### src/rtl/register_rst_sync_pkg.sv
// ============================================================================
// Module   : register_rst_sync_pkg
// Purpose  : Shared constants for the enable-gated register with sync reset.
// Revision : 1.0 - initial release
// ============================================================================
`default_nettype none

package register_rst_sync_pkg;

  localparam int c_DEFAULT_WIDTH = 8;
  localparam int c_MAX_WIDTH     = 64;

endpackage : register_rst_sync_pkg

`default_nettype wire

### src/rtl/register_rst_sync_if.sv
// ============================================================================
// Module   : register_rst_sync_if
// Purpose  : Load-enable / data / registered-output bundle for the register.
// Revision : 1.0 - initial release
// ============================================================================
`default_nettype none

interface register_rst_sync_if
  import register_rst_sync_pkg::*;
#(
  parameter int WIDTH = c_DEFAULT_WIDTH
) ();

  logic             en;
  logic [WIDTH-1:0] d;
  logic [WIDTH-1:0] q;

  modport master (
    output en,
    output d,
    input  q
  );

  modport slave (
    input  en,
    input  d,
    output q
  );

endinterface : register_rst_sync_if

`default_nettype wire

### src/rtl/register_rst_sync.sv
// ============================================================================
// Module   : register_rst_sync
// Purpose  : Parameterised storage register, load enable, sync active-low rst.
// Revision : 1.0 - initial release
// ============================================================================
`default_nettype none

module register_rst_sync
  import register_rst_sync_pkg::*;
#(
  parameter int                     WIDTH       = c_DEFAULT_WIDTH,
  parameter logic [c_MAX_WIDTH-1:0] RESET_VALUE = '0
) (
  input  wire logic             clk,
  input  wire logic             rst,
  register_rst_sync_if.slave    bus
);

  generate
    if ((WIDTH < 1) || (WIDTH > c_MAX_WIDTH)) begin : g_width_check
      $error("register_rst_sync: WIDTH must be in 1..64");
    end
  endgenerate

  // Oversized reset values keep only their low WIDTH bits.
  localparam logic [WIDTH-1:0] c_RESET = RESET_VALUE[WIDTH-1:0];

  logic [WIDTH-1:0] r_q;

  always_ff @(posedge clk) begin
    if (!rst) begin
      r_q <= c_RESET;
    end else if (bus.en) begin
      r_q <= bus.d;
    end
  end

  assign bus.q = r_q;

endmodule : register_rst_sync

`default_nettype wire

### src/flat_wrapper.sv
// flat-port wrapper written by rule: the top's interface ports become plain ports
module register_rst_sync_flat import register_rst_sync_pkg::*;
#(
  parameter int                     WIDTH       = c_DEFAULT_WIDTH,
  parameter logic [c_MAX_WIDTH-1:0] RESET_VALUE = '0
)
  (clk, rst, bus_en, bus_d, bus_q);
  register_rst_sync_if #(.WIDTH(WIDTH)) bus_i ();
  input  wire logic clk;
  input  wire logic rst;
  input wire logic [$bits(bus_i.en)-1:0] bus_en;
  input wire logic [$bits(bus_i.d)-1:0] bus_d;
  output wire logic [$bits(bus_i.q)-1:0] bus_q;
  assign bus_i.en = bus_en;
  assign bus_i.d = bus_d;
  assign bus_q = bus_i.q;
  register_rst_sync #(.WIDTH(WIDTH), .RESET_VALUE(RESET_VALUE)) u_core (.clk(clk), .rst(rst), .bus(bus_i));
endmodule
### config.mk
export PLATFORM = sky130hd
export DESIGN_NAME = register_rst_sync_flat
export DESIGN_NICKNAME = d
export VERILOG_FILES = /design/src/rtl/register_rst_sync_pkg.sv /design/src/rtl/register_rst_sync_if.sv /design/src/rtl/register_rst_sync.sv /design/src/flat_wrapper.sv
export SDC_FILE = /design/constraint.sdc
export NUM_CORES = 1
export LEC_CHECK = 0
export BUFFER_PORTS_ARGS = -buffer_cell sky130_fd_sc_hd__clkbuf_2
export CAP_MARGIN = 20
export CELL_PAD_IN_SITES_DETAIL_PLACEMENT = 1
export CELL_PAD_IN_SITES_GLOBAL_PLACEMENT = 1
export CORE_AREA = 8 8 45 47
export CTS_CLUSTER_SIZE = 25
export DETAILED_ROUTE_END_ITERATION = 8
export DIE_AREA = 0 0 53 55
export GPL_ROUTABILITY_DRIVEN = 0
export GPL_TIMING_DRIVEN = 0
export PLACE_DENSITY = 0.62
export SLEW_MARGIN = 20
export SYNTH_ARGS = -nofsm -noshare
export SYNTH_HDL_FRONTEND = slang
export SYNTH_SLANG_ARGS = --single-unit
### constraint.sdc
create_clock -name clk -period 0.9 [get_ports clk]
set_clock_uncertainty 0.15 [all_clocks]
set_input_delay 0.135 -clock clk [delete_from_list [all_inputs] [get_ports clk]]
set_output_delay 0.135 -clock clk [all_outputs]
set_load 0.05 [all_outputs]
==> reports/qor.yml <==
grt_antenna_before_repair: 0
violations: "negative hold slack, negative setup slack"
first_global_vias: 256
tritoncts: "done"
drt-wirelength-per-cell_um: 13.4
first_pass_grt_wire_length_um: 1190
ioPinCount: 19
worstSkewPairLatency_ns: 0.24
timing.final.crit_period_ns: 1.05
io_buffer_count: 17
synth-seq-cells: 8
postSynthNetCount: 36
htreeDepth: 1
clock_sinks: 8
commonest_non_fill_non_tap_cells_in_the_layout: "sky130_fd_sc_hd__clkbuf_2 (9), sky130_fd_sc_hd__mux2i_1 (8), sky130_fd_sc_hd__nor2b_1 (8), sky130_fd_sc_hd__dfxtp_2 (8), sky130_fd_sc_hd__clkbuf_16 (7)"
routed_wirelength_um: 832
cell_at_the_slowest_stage_of_the_critical_path: "sky130_fd_sc_hd__dfxtp_2"
largest_register_ffs: 8
synth-seq-area-share_pct: 53.1
worstPathRequired_ns: 0.61
detailedRoute.firstIterationViolations: 2
num_vias: 251
dpl_cell_area_um2: 417
chipHeight_um: 55
critPathBufInv: 1
detailedRoute.firstPassIterationCount: 2
design.final.nets: 59
via_per_inst: 4.05
clkSlewWorstSetupHoldPaths_ns: 0.05
ys_warn_count: 0
route.detailed.drc: 0
antenna_cells_inserted: 0
arrival_ns: 0.77
synth_cell_type_count: 4
cts-root-to-sink-buffers: 2
grt_usage_pct: 5.97
core_region_area_um2: 1380
setup_ws_ns: -0.154
drv_cap: 0
crit_type: "register to output pin"
syn_area_per_cell_um2: 12.1
timing.critical_path.slowest_cell_delay_ns: 0.35
design_area_final_um2: 601
finalHoldViolations: 3
worst-path-max-fanout: 2
timing.critical_path.to_type: "output pin"
cts_made_buffers: 3
timing.reg2reg.setup_slack_ns: 0.04
global_route.overflow_total: 0
setup.worst_path.start_class: "register"
tightestPinTransition_ns: 0.130
path_cells: "clkbuf_16"
finalMaxSlewViolations: 0
dpl_worst_slack_ns: 0.0369
cts_root_buf: "sky130_fd_sc_hd__clkbuf_4"
timing.fmax_ghz: 0.949
power-per-cell-area_nw_per_um2: 1510
netlist_instances: 25
synthToLayoutAreaGrowth_pct: 99.2
worst_slew_margin_rel_pct: 91.1
drive_gt1_share_pct: 65.2
dieWidth_um: 53
path_delay_family: "flip-flops"
row_count: 14
layout_commonest_cell: "sky130_fd_sc_hd__clkbuf_2"
hold_path.class: "primary input to register"
grt_max_degree: 9
initial_utilization_pct: 21.8
synthesis.area_um2: 302
ant_nets: 0
irDropWorstVdd_mv: 0.681
grt_setup_unrepaired: "true"
setup_violations: 8
hold-worst-slack_ns: -0.00601
fin_crit_sh_pct: 117
p_leak_uw: 0.000278
die_area_um2: 2920
status: "complete, but fails checks"
==> worst reg2reg max path: stages (launching register included) <==
cell and delay, ns:
sky130_fd_sc_hd__dfxtp_2 0.33, sky130_fd_sc_hd__buf_6 0.11, sky130_fd_sc_hd__mux2i_1 0.11, sky130_fd_sc_hd__nor2b_1 0.05
==> layer usage <==
metal,track usage [%],up-vias,share of wire (%)
met1,4.89,117,33
met2,10.2,9,56
met5,0,-,0
li1,-,125,-
met3,5.88,0,11
met4,1.29,0,0
==> worst paths after layout <==
check                                startpoint               to  cells after the start
worst max-delay path            u_core.bus.q[3]         bus_q[3]                      1
worst min-delay path                   bus_d[3]  u_core.bus.q[3]                      3
worst max register to register  u_core.bus.q[3]  u_core.bus.q[3]                      3
worst min register to register  u_core.bus.q[1]  u_core.bus.q[1]                      2
==> cell usage after synthesis, drive strengths merged <==
master  number  area, um2
nor2b        8       50.1
dfxtp        8        160
buf          1       11.3
mux2i        8       80.1
==> metrics by stage <==
step	total power (uW)	TNS (ns)	util, %	instances
floorplan	518	0	-	25
global placement	565	0	30.1	58
detailed placement	568	0	30.1	58
CTS	922	-1.17	42.5	61
global route	970	-1.41	43.4	62
finish	907	-1.07	43.4	62
==> what timing repair did <==
| item | 4_1_cts | 5_1_grt |
|---|---|---|
| buffers inserted | 0 | 1 |
| gates resized for setup | 23 | 2 |
| endpoints found under the setup margin | 8 | 8 |
| endpoints found under the hold margin | 4 | 4 |
| cloned | 0 | 0 |
==> report_power, final <==
part | switching [uW] | total (uW) | internal [uW] | leakage, uW
logic | 112 | 244 | 132 | 0.000196
clock network | 111 | 263 | 152 | 0.0000138
registers | 19.4 | 400 | 381 | 0.0000689
==> area by class of cell <==
type,instances,area (um2)
fillers,140,783
repair buffers,18,246
flip-flops and latches,8,170
multi-input cells,16,130
clock buffers,3,22.5
well taps,16,20.0
plain buffers,1,11.3
==> cells by family (layout without fill, tap and decap cells) <==
group,count (synthesis),after routing,share of synthesized area (%)
and+or+nand+nor,8,8,16.6
muxes,8,8,26.6
buffers and inverters,1,22,3.73
DFF,8,8,53.1
Power figures use the tool's default switching activity.
